`src/rtl/acc_seq.sv`:
```
// acc_seq: pops a programmed number of FIFO products, sums them, and presents the result via valid/ready
module acc_seq #(
    parameter int DATA_W = 8,
    parameter int SUM_W  = 20,
    parameter int LEN_W  = 8
) (
    input  logic              Rclk,
    input  logic              rrst,
    input  logic              start,
    input  logic [LEN_W-1:0]  len,
    input  logic              abort,
    input  logic [DATA_W-1:0] Acc_i,
    input  logic              Rempty_i,
    output logic              ren_o,
    output logic [SUM_W-1:0]  Sum_o,
    output logic              Sum_valid,
    input  logic              Sum_ready,
    output logic              Ovf_o,
    output logic              Busy_o
);
    typedef enum logic [1:0] {IDLE, RUN, DONE} state_t;

    state_t             state, state_nx;
    logic [LEN_W-1:0]   cnt, len_q;
    logic [SUM_W:0]     add;
    logic               last;

    assign add  = {1'b0, Sum_o} + {{(SUM_W-DATA_W+1){1'b0}}, Acc_i};
    assign last = (cnt + 1'b1) == len_q;

    // Pop strobe and next state; abort overrides any pop, including the final one
    always_comb begin
        ren_o    = 1'b0;
        state_nx = state;
        case (state)
            IDLE: state_nx = start ? ((len != '0) ? RUN : DONE) : IDLE;
            RUN: begin
                ren_o    = !Rempty_i && !abort && !rrst;
                state_nx = abort ? IDLE : (ren_o && last) ? DONE : RUN;
            end
            DONE: state_nx = Sum_ready ? IDLE : DONE;
            default: state_nx = IDLE;
        endcase
    end

    // State, job bookkeeping and registered outputs
    always_ff @(posedge Rclk) begin
        if (rrst) begin
            state     <= IDLE;
            cnt       <= '0;
            len_q     <= '0;
            Sum_o     <= '0;
            Ovf_o     <= 1'b0;
            Sum_valid <= 1'b0;
            Busy_o    <= 1'b0;
        end else begin
            state     <= state_nx;
            Sum_valid <= state_nx == DONE;
            Busy_o    <= state_nx != IDLE;
            if (state == IDLE && start) begin
                len_q <= len;
                cnt   <= '0;
                Sum_o <= '0;
                Ovf_o <= 1'b0;
            end else if (ren_o) begin
                Sum_o <= add[SUM_W-1:0];
                Ovf_o <= Ovf_o | add[SUM_W];
                cnt   <= cnt + 1'b1;
            end
        end
    end
endmodule

```
`config.mk`:
```
export PLATFORM = sky130hd
export DESIGN_NAME = acc_seq
export DESIGN_NICKNAME = d
export VERILOG_FILES = /design/src/rtl/acc_seq.sv
export SDC_FILE = /design/constraint.sdc
export NUM_CORES = 1
export LEC_CHECK = 0
export BUFFER_PORTS_ARGS = -buffer_cell sky130_fd_sc_hd__buf_2
export CORE_MARGIN = 2
export CORE_UTILIZATION = 54
export DETAILED_ROUTE_END_ITERATION = 12
export GPL_TIMING_DRIVEN = 0
export HOLD_SLACK_MARGIN = 0.06
export PLACE_DENSITY = 0.79
export REMOVE_ABC_BUFFERS = 1
export SLEW_MARGIN = 10
export SYNTH_ARGS = -nofsm -noshare
export SYNTH_HDL_FRONTEND = slang
export SYNTH_SLANG_ARGS = --single-unit
export TNS_END_PERCENT = 1
```
`constraint.sdc`:
```
create_clock -name Rclk -period 2.8 [get_ports Rclk]
set_input_delay 0.42 -clock Rclk [delete_from_list [all_inputs] [get_ports Rclk]]
set_output_delay 0.42 -clock Rclk [all_outputs]
set_load 0.02 [all_outputs]
```
# After elaboration in Yosys (flattened, before gate mapping)
# Index checks and enable logic that the tools add are counted.
[word_totals]
romBits = 0
ram_bits = 0
register_bits = 41
in_bits = 22
latch_bits = 0
memories = 0
[classes]
bitwise = 1
multipliers = 0
addsub = 2
n_shift = 0
muxes = 7
div = 0
n_reduce_logical = 11
eq_ne = 4
magnitude_cmp = 0
[op_table]
columns = ["op", "n"]
rows = [
  ["$add 20x8->21", 1],
  ["$mux 2", 5],
  ["$add 8x1->8 const B", 1],
  ["$eq 8x8->1", 1],
  ["$reduce_bool 8->1", 1],
  ["$pmux 2 s3", 1],
  ["$eq 2x2->1 const B", 2],
  ["$logic_and 1x1->1", 4],
  ["$logic_not 1->1", 3],
  ["$eq 2x1->1 const B", 1],
  ["$logic_not 2->1", 1],
  ["$reduce_bool 2->1", 1],
  ["$reduce_or 2->1", 1],
  ["$mux 1", 1],
  ["$or 1x1->1", 1],
]

# Depth between registers and ports, before layout
# Gate-level depths: netlist of run 1.
[depth]
depth_word = 8
mapped_depth = 9

# Worst setup path after synthesis of run 1
# No wires, ideal clock.
[synth_path]
path_type = "register to register"
from = "reg Sum_o[0]"
to = "reg Sum_o[10]"
synth_period_minus_slack_ps = 2295
path_buffers = 0
stages_incl_launch_ff = 10
path_slack_ps = 505
arrival_time_ps = 2223
cell_sequence = "dfxtp_1 -> ha_1 -> inv_1 -> fa_1 -> nor2b_1 -> o21ai_0 -> a21boi_0 -> o21a_1 -> and4_1 -> mux2i_1"
[synth_between]
elab_chain_len = 1
[synth_rtl]
columns = ["element", "line_no", "source"]
rows = [
  ["start, declared", "15", "output logic [SUM_W-1:0] Sum_o,"],
  ["start signal, assigned", "66", "Sum_o <= add[SUM_W-1:0];"],
  ["$add 20x8->21", "28", "assign add = {1'b0, Sum_o} + {{(SUM_W-DATA_W+1){1'b0}}, Acc_i};"],
]
# No other way between the ends.
# A chain may end at the register's enable or synchronous reset.

# Worst setup path after layout of run 1
# Ends and elaborated chain as after synthesis.

==> impl_metrics.tcl, run 1 <==
set metrics [dict create \
    reg2reg_to "Sum_o[10]$_SDFFE_PP0P_" \
    avgSynthCellArea_um2 8.783 \
    num_vias 1845 \
    worst_slew_pin_slew_ns 1.018 \
    antenna_found_initial 0 \
    cts_hold_buffers 0 \
    yosys-top-cells-count "dfxtp_1 (41), nor2_1 (38), nand2_1 (26)" \
    grt_overflow 0 \
    maxSlewViolCount 0 \
    synth_area_um2 2196 \
    clockRootBuffer "clkbuf_8" \
    placed_cell_area_um2 2427 \
    clkTransAtPathRegs_ns 0.08 \
    firstDrtPassIters 4 \
    dieWidth_um 67.77 \
    via_per_inst 5.395 \
    yosysTopAreaCell "dfxtp_1" \
    num_io_pins 46 \
    dp_hpwl_um 3068 \
    wl_per_cell_um 12.31 \
    synth_top_area_share_pct 37.38 \
    post_cts_buffers 0 \
    ys_top_cells_by_area "dfxtp_1 (37%), nor2_1 (6.5%), xor2_1 (5.6%)" \
    cts_made_buffers 5 \
    setup_viol 0 \
    startpoint "Sum_o[0]$_SDFFE_PP0P_" \
    yosys_most_used_dff "dfxtp_1" \
    cp.depth 9 \
    gp_congestion 0.7854 \
    hold_viol_final 0 \
    max_clock_freq_mhz 407.8 \
    holdPathStages 3 \
    grt_pass1_wl_um 6824 \
    slew_headroom_pct 31.88 \
    maxCapViolCount 0 \
    synth_edf_count 0 \
    crit_required_ns 3.03 \
    critPathArrivalTime_ns 2.68 \
    io_buffer_count 45 \
    wl_um 4210 \
    min_period_ns 2.452 \
    r2r-start "Sum_o[0]$_SDFFE_PP0P_" \
    cp_slowest_stage_delay_ns 0.47 \
    finalPower_w 0.001110 \
    crit_path_max_fanout 5 \
    cp_cell_sequence "ha_1 > inv_1 > fa_1 > nor2b_1 > o21ai_0 > a21boi_0 > o21a_1 > and4_1 > mux2i_1" \
    crit_buf_inv 1 \
    cp_slowest_cell "a21boi_0" \
    ir_worst_vdd_v 0.0002734 \
    post-route-drc-count 0 \
    rsz0062_at_grt "false" \
    start_util_pct 55.70 \
    nets 324 \
    r2r_slack_ns 0.35 \
    clock_sinks 41 \
    p_leak_nw 1.122 \
    cts_tree "yes" \
    clock_latency_ns 0.30 \
    critPathCapture "Sum_o[10]$_SDFFE_PP0P_" \
    fp.dieH_um 67.77 \
    synth_cells 250 \
    grt_max_degree 24 \
    core_um2 3943 \
    diodes 0 \
    clockBufferDepth 2 \
    crit_type "reg -> reg" \
    finalClockSkew_ns 0.004410 \
    reg2regPathDepth 9 \
    grt_pass1_vias 1591 \
    status "finished clean" \
    placementRows 23 \
    h-tree-depth 2 \
    async_flop_share_pct 0 \
    synthMostInstantiatedCell "dfxtp_1" \
    worst_hold_path_type "in -> reg" \
    grtUsageTotal_pct 19.85 \
    final_area_um2 2517 \
    post-route-period-util_pct 87.57 \
    area_growth_pct 14.64 \
    ant_nets 0 \
    die-area_um2 4593 \
    drive_gt1_share_pct 20.89 \
    initialDrtViolationCount 33 \
    end_kind "flip-flop" \
    synth.distinct_cells 46 \
    critPathTopFamily "compound AO/OA/AOI/OAI gates" \
    cts_resized 0 \
    critPathLaunchType "flip-flop" \
    fin_setup_tns_ns 0 \
    p_per_area_nw_per_um2 440.9 \
    synth.ff_latch_count 41 \
    ys_seq_area_share_pct 37.38 \
    yosysWarnings 0 \
]
[through the flow]
stage	utilization (%)	cells	hold WS (ns)	setup slack, ns
final	63.85	342	0.3668	0.3480
after global routing	63.85	342	0.3703	0.1512
after CTS	63.85	342	0.3638	0.3198
after detailed placement	61.57	335	0.4619	0.1842
after global placement	61.57	335	0.4588	0.2095
after floorplan	-	240	0.4663	0.5050
[placed cells by master, fill, tap and decap left out, types with 3 or more instances in the layout]
master,netlist,routed
a211oi_1,4,4
nor2_1,38,38
a21o_1,5,5
and4_1,3,3
dfxtp_1,41,41
nand4_1,9,9
o21ai_0,6,6
nand2b_1,3,3
or4_1,3,3
clkbuf_8,0,6
buf_2,3,45
and3_1,3,3
a21oi_1,10,10
a22o_1,3,3
xor2_1,14,14
or2_2,3,3
inv_1,4,4
mux2i_1,12,12
xnor2_1,13,13
ha_1,9,9
nand3_1,4,4
nand2_1,26,26
[state kept, by name, indices dropped and copies added (netlist names)]
signal	count
Sum_o	20
Sum_valid	1
len_q	8
Ovf_o	1
cnt	8
state	2
Busy_o	1
[layer usage]
metal  wire [um]  share of wire, %  global-route usage [%]
met5           0                 0                       0
met4          79               1.9                   9.000
met3         203               4.8                   5.000
met2        1821                43                   30.88
met1        2105                50                   25.85
[worst reg2reg max path, cell delays in order (launching register included)]
cell      delay [ns]
dfxtp_1         0.35
ha_1            0.18
inv_1           0.06
fa_1            0.40
nor2b_1         0.12
o21ai_0         0.09
a21boi_0        0.47
o21a_1          0.30
and4_1          0.23
mux2i_1         0.19
[where the power goes]
part           switching [W]  internal [W]
Combinational      0.0000613     0.0000496
Sequential         0.0000103      0.000594
Clock               0.000200      0.000195
[worst min-delay path by stage]
stage                               start  slack (ns)               endpoint
global placement    Sum_o[3]$_SDFFE_PP0P_        0.46  Sum_o[3]$_SDFFE_PP0P_
CTS                                len[3]        0.36  len_q[3]$_SDFFE_PP0P_
detailed placement     Ovf_o$_SDFFE_PP0P_        0.46     Ovf_o$_SDFFE_PP0P_
floorplan             cnt[1]$_SDFFE_PP0P_        0.47    cnt[1]$_SDFFE_PP0P_
global route                       len[0]        0.37  len_q[0]$_SDFFE_PP0P_
finish                             len[6]        0.37  len_q[6]$_SDFFE_PP0P_
[kinds of logic (layout without fill, tap and decap cells)]
family | after synthesis | in the layout | share of synthesized area (%)
compound gates | 40 | 40 | 12.19
simple gates | 104 | 104 | 24.22
mux | 13 | 13 | 5.983
fa+ha+maj | 10 | 10 | 6.040
flops | 41 | 41 | 37.38
buf+inv | 15 | 57 | 3.418
xor+xnor | 27 | 27 | 10.77
[final cells by class]
cell class              count  area, um2
clock buffers               6      82.58
clock inverters             1      7.507
fillers                   335       1425
inverters                   5      18.77
multi-input cells         194       1300
flip-flops and latches     41      820.8
well taps                  50      62.56
repair buffers             45      225.2
Power figures use the tool's default switching activity.
==> inputs of run 2 (changes only) <==
--- a/config.mk
+++ b/config.mk
@@ -6,12 +6,13 @@
 export NUM_CORES = 1
 export LEC_CHECK = 0
 export BUFFER_PORTS_ARGS = -buffer_cell sky130_fd_sc_hd__buf_2
+export CORE_ASPECT_RATIO = 2
 export CORE_MARGIN = 2
 export CORE_UTILIZATION = 54
 export DETAILED_ROUTE_END_ITERATION = 12
 export GPL_TIMING_DRIVEN = 0
 export HOLD_SLACK_MARGIN = 0.06
-export PLACE_DENSITY = 0.79
+export PLACE_DENSITY_LB_ADDON = 0.05
 export REMOVE_ABC_BUFFERS = 1
 export SLEW_MARGIN = 10
 export SYNTH_ARGS = -nofsm -noshare
==> impl_metrics.tcl, run 2 (synthesis gave the netlist of run 1 again) <==
set metrics [dict create \
    p_leak_nw 1.123 \
    grt_pass1_wl_um 7624 \
    critPathTopFamily "compound AO/OA/AOI/OAI gates" \
    post-route-period-util_pct 88.13 \
    grtUsageTotal_pct 21.06 \
    cts_resized 0 \
    io_buffer_count 45 \
    drive_gt1_share_pct 20.55 \
    antenna_found_initial 0 \
    min_period_ns 2.468 \
    rsz0062_at_grt "false" \
    worst_hold_path_type "in -> reg" \
    h-tree-depth 2 \
    fp.dieH_um 94.18 \
    maxSlewViolCount 0 \
    wl_um 4489 \
    num_vias 1871 \
    firstDrtPassIters 5 \
    cp_cell_sequence "ha_1 > inv_1 > fa_1 > nor2b_1 > o21ai_0 > a21boi_0 > o21a_1 > and4_1 > mux2i_1" \
    clock_sinks 41 \
    start_util_pct 56.54 \
    cts_tree "yes" \
    status "finished clean" \
    clkTransAtPathRegs_ns 0.07 \
    crit_required_ns 3.02 \
    gp_congestion 0.7884 \
    crit_path_max_fanout 5 \
    ir_worst_vdd_v 0.0004205 \
    top_regs "Sum_o x20, cnt x8, len_q x8" \
    initialDrtViolationCount 17 \
    grt_overflow 0 \
    critPathLaunchType "flip-flop" \
    nets 324 \
    p_per_area_nw_per_um2 437.3 \
    hold_viol_final 0 \
    diodes 0 \
    cts_made_buffers 5 \
    via_per_inst 5.455 \
    regMostFlops "Sum_o" \
    final_common_cell "buf_2" \
    post-route-drc-count 0 \
    worst_slew_pin_slew_ns 1.065 \
    cts_hold_buffers 0 \
    crit_buf_inv 1 \
    num_io_pins 46 \
    slew_headroom_pct 28.71 \
    layout_common_cells "buf_2 (45), dfxtp_1 (41), nor2_1 (38), nand2_1 (26), xor2_1 (14)" \
    core_um2 3884 \
    fin_setup_tns_ns 0 \
    wl_per_cell_um 13.09 \
    area_growth_pct 14.53 \
    clock_latency_ns 0.29 \
    cp_slowest_stage_delay_ns 0.53 \
    maxCapViolCount 0 \
    setup_viol 0 \
    post_cts_buffers 0 \
    critPathArrivalTime_ns 2.69 \
    finalClockSkew_ns 0.003990 \
    die-area_um2 4623 \
    clockBufferDepth 2 \
    grt_pass1_vias 1791 \
    dp_hpwl_um 3397 \
    clockRootBuffer "clkbuf_8" \
    ant_nets 0 \
    largest_register_ffs 20 \
    max_clock_freq_mhz 405.3 \
    grt_max_degree 24 \
    placementRows 32 \
    dieWidth_um 49.09 \
    cp_slowest_cell "a21boi_0" \
    end_kind "flip-flop" \
    crit_type "reg -> reg" \
    final_util_pct 64.76 \
]
[run 2: cell count changes in the layout (fill, tap and decap cells not counted)]
cell / change
clkinvlp_4: -1
clkbuf_1: +1
[run 2: through the flow]
step / power (W) / hold WS [ns] / cell area [um2] / setup slack, ns / cells
after floorplan: 0.0006902 / 0.4663 / 2140 / 0.5050 / 240
after global placement: 0.0007274 / 0.4606 / 2429 / 0.1928 / 336
after detailed placement: 0.0007300 / 0.4633 / 2429 / 0.1732 / 336
after CTS: 0.001113 / 0.3743 / 2515 / 0.3017 / 343
after global routing: 0.001145 / 0.3783 / 2515 / 0.06504 / 343
final: 0.001100 / 0.3771 / 2515 / 0.3324 / 343
[run 2: final cells by class]
cell class              count  area, um2
clock buffers               7      86.33
repair buffers             45      225.2
flip-flops and latches     41      820.8
fillers                   372       1369
inverters                   5      18.77
multi-input cells         194       1300
well taps                  51      63.81
[run 2: routing by layer]
layer	vias to the layer above	routed length (um)	track usage [%]
met5	-	0	0
met4	0	53	8.095
met3	5	143	3.981
met2	31	2552	41.78
met1	883	1739	20.48
li1	952	-	-
[run 2: where the power goes]
part | internal, W | total, W | switching (W)
Sequential | 0.000594 | 0.000603 | 0.00000887
Combinational | 0.0000496 | 0.000112 | 0.0000622
Clock | 0.000196 | 0.000385 | 0.000189
Total | 0.000839 | 0.00110 | 0.000260
[run 2: path summary, 6_finish.rpt]
check	from	endpoint	slack [ns]	cells past startpoint
worst max-delay path	Sum_o[0]$_SDFFE_PP0P_	Sum_o[10]$_SDFFE_PP0P_	0.33	9
worst min-delay path	len[3]	len_q[3]$_SDFFE_PP0P_	0.38	3
worst max register to register	Sum_o[0]$_SDFFE_PP0P_	Sum_o[10]$_SDFFE_PP0P_	0.33	9
worst min register to register	Ovf_o$_SDFFE_PP0P_	Ovf_o$_SDFFE_PP0P_	0.47	2
[run 2: worst register-to-register path, delay by kind of cell, from the launching register on]
kind | cells | cell delay [ns]
flip-flops | 1 | 0.35
buffers and inverters | 1 | 0.06
AND/OR/NAND/NOR | 2 | 0.35
multiplexers | 1 | 0.17
AO/OA/AOI/OAI | 3 | 0.90
adder cells (fa/ha/maj) | 2 | 0.57
==> inputs of run 3 (changes only) <==
--- a/config.mk
+++ b/config.mk
@@ -8,7 +8,7 @@
 export BUFFER_PORTS_ARGS = -buffer_cell sky130_fd_sc_hd__buf_2
 export CORE_ASPECT_RATIO = 2
 export CORE_MARGIN = 2
-export CORE_UTILIZATION = 54
+export CORE_UTILIZATION = 30
 export DETAILED_ROUTE_END_ITERATION = 12
 export GPL_TIMING_DRIVEN = 0
 export HOLD_SLACK_MARGIN = 0.06
==> impl_metrics.tcl, run 3 (synthesis gave the netlist of run 1 again) <==
set metrics [dict create \
    p_sw_share_pct 23.36 \
    status "finished clean" \
    post_cts_buffers 0 \
    regMostFlops "Sum_o" \
    worst_hold_path_type "in -> reg" \
    crit_required_ns 3.02 \
    end_kind "flip-flop" \
    dp_hpwl_um 3603 \
    h-tree-depth 2 \
    wl_per_cell_um 13.03 \
    grtUsageTotal_pct 13.26 \
    fin_setup_tns_ns 0 \
    area_growth_pct 19.54 \
    start_util_pct 30.68 \
    nets 324 \
    crit_type "reg -> reg" \
    cts_resized 0 \
    clock_sinks 41 \
    final_area_um2 2625 \
    largest_register_ffs 20 \
    diodes 0 \
    wl_um 5003 \
    clockBufferDepth 2 \
    clkTransAtPathRegs_ns 0.06 \
    critPathArrivalTime_ns 2.76 \
    cts_tree "yes" \
    max_clock_freq_mhz 393.3 \
    critPathLaunchType "flip-flop" \
    rsz0062_at_grt "false" \
    finalClockSkew_ns 0.005802 \
    firstDrtPassIters 4 \
    io_buffer_count 45 \
    clockRootBuffer "clkbuf_16" \
    num_io_pins 46 \
    grt_pass1_vias 1756 \
    placementRows 44 \
    cts_hold_buffers 0 \
    final_common_cell "buf_2" \
    drive_gt1_share_pct 20.89 \
    antenna_found_initial 0 \
    setup_viol 0 \
    min_period_ns 2.542 \
    p_seq_share_pct 46.5 \
    initialDrtViolationCount 36 \
    p_int_w 0.0009949 \
    slew_headroom_pct 50.13 \
    placed_cell_area_um2 2480 \
    clock_latency_ns 0.28 \
    worst_slew_pin_slew_ns 0.7472 \
    grt_overflow 0 \
    top_regs "Sum_o x20, cnt x8, len_q x8" \
    ant_nets 0 \
    post-route-drc-count 0 \
    p_per_area_nw_per_um2 494.5 \
    via_per_inst 4.758 \
    num_vias 1827 \
    core_um2 7157 \
    pwr-share-comb_pct 8.8 \
    fp.dieH_um 125.0 \
    maxSlewViolCount 0 \
    switching_power_w 0.0003033 \
    post-route-period-util_pct 90.80 \
    crit_path_max_fanout 5 \
    p_clk_share_pct 44.7 \
    p_leak_nw 1.149 \
    maxCapViolCount 0 \
    ir_worst_vdd_v 0.0003298 \
    layout_common_cells "buf_2 (45), dfxtp_1 (41), nor2_1 (37), nand2_1 (26), xor2_1 (14)" \
    grt_pass1_wl_um 8404 \
    cts_made_buffers 5 \
    gp_congestion 0.7367 \
    hold_viol_final 0 \
    grt_max_degree 24 \
    die-area_um2 8061 \
    dieWidth_um 64.50 \
]
[run 3: cell counts in the layout (fill, tap and decap cells not counted)]
No cell type changed its count.
[run 3: path summary, 6_finish.rpt]
| path | start | to | slack [ns] | cells after the start |
|---|---|---|---|---|
| worst max-delay path | Sum_o[0]$_SDFFE_PP0P_ | Sum_o[10]$_SDFFE_PP0P_ | 0.26 | 9 |
| worst min-delay path | len[0] | len_q[0]$_SDFFE_PP0P_ | 0.39 | 3 |
| worst max register to register | Sum_o[0]$_SDFFE_PP0P_ | Sum_o[10]$_SDFFE_PP0P_ | 0.26 | 9 |
| worst min register to register | Sum_o[3]$_SDFFE_PP0P_ | Sum_o[3]$_SDFFE_PP0P_ | 0.47 | 2 |
[run 3: power by group through the flow]
| stage | Sequential (W) | Combinational [W] | Clock [W] |
|---|---|---|---|
| floorplan | 0.000618 | 0.0000722 | 0 |
| global placement | 0.000617 | 0.000116 | 0 |
| detailed placement | 0.000617 | 0.000117 | 0 |
| CTS | 0.000604 | 0.000117 | 0.000608 |
| global route | 0.000605 | 0.000129 | 0.000626 |
| finish | 0.000604 | 0.000114 | 0.000580 |
[run 3: layout make-up]
type / count / area, um2
clock buffer: 7 / 142.6
fill: 807 / 4532
inverter: 5 / 18.77
multi-input combinational: 194 / 1303
sequential: 41 / 820.8
tap: 92 / 115.1
timing repair buffer: 45 / 225.2
[run 3: metrics by stage]
step	hold WS, ns	util (%)	power, W	worst slack, ns	instances
after floorplan	0.4663	-	0.0006902	0.5050	240
after global placement	0.4549	34.65	0.0007327	0.05557	377
after detailed placement	0.4625	34.65	0.0007337	0.06027	377
after CTS	0.3865	36.64	0.001329	0.1848	384
after global routing	0.4024	36.68	0.001360	0.04289	384
final	0.3902	36.68	0.001298	0.2575	384
[run 3: per-layer routing]
metal | track usage [%] | vias up | wire [um]
met3 | 3.147 | 5 | 168
met1 | 17.26 | 843 | 2418
li1 | - | 950 | -
met4 | 5.257 | 0 | 94
met2 | 20.96 | 29 | 2322
met5 | 0 | - | 0
[run 3: critical path, cell delays in order (launching register included)]
cell	delay, ns
dfxtp_1	0.35
ha_1	0.18
inv_1	0.06
fa_1	0.41
nor2b_1	0.14
o21ai_0	0.11
a21boi_0	0.55
o21a_1	0.29
and4_1	0.23
mux2i_1	0.17
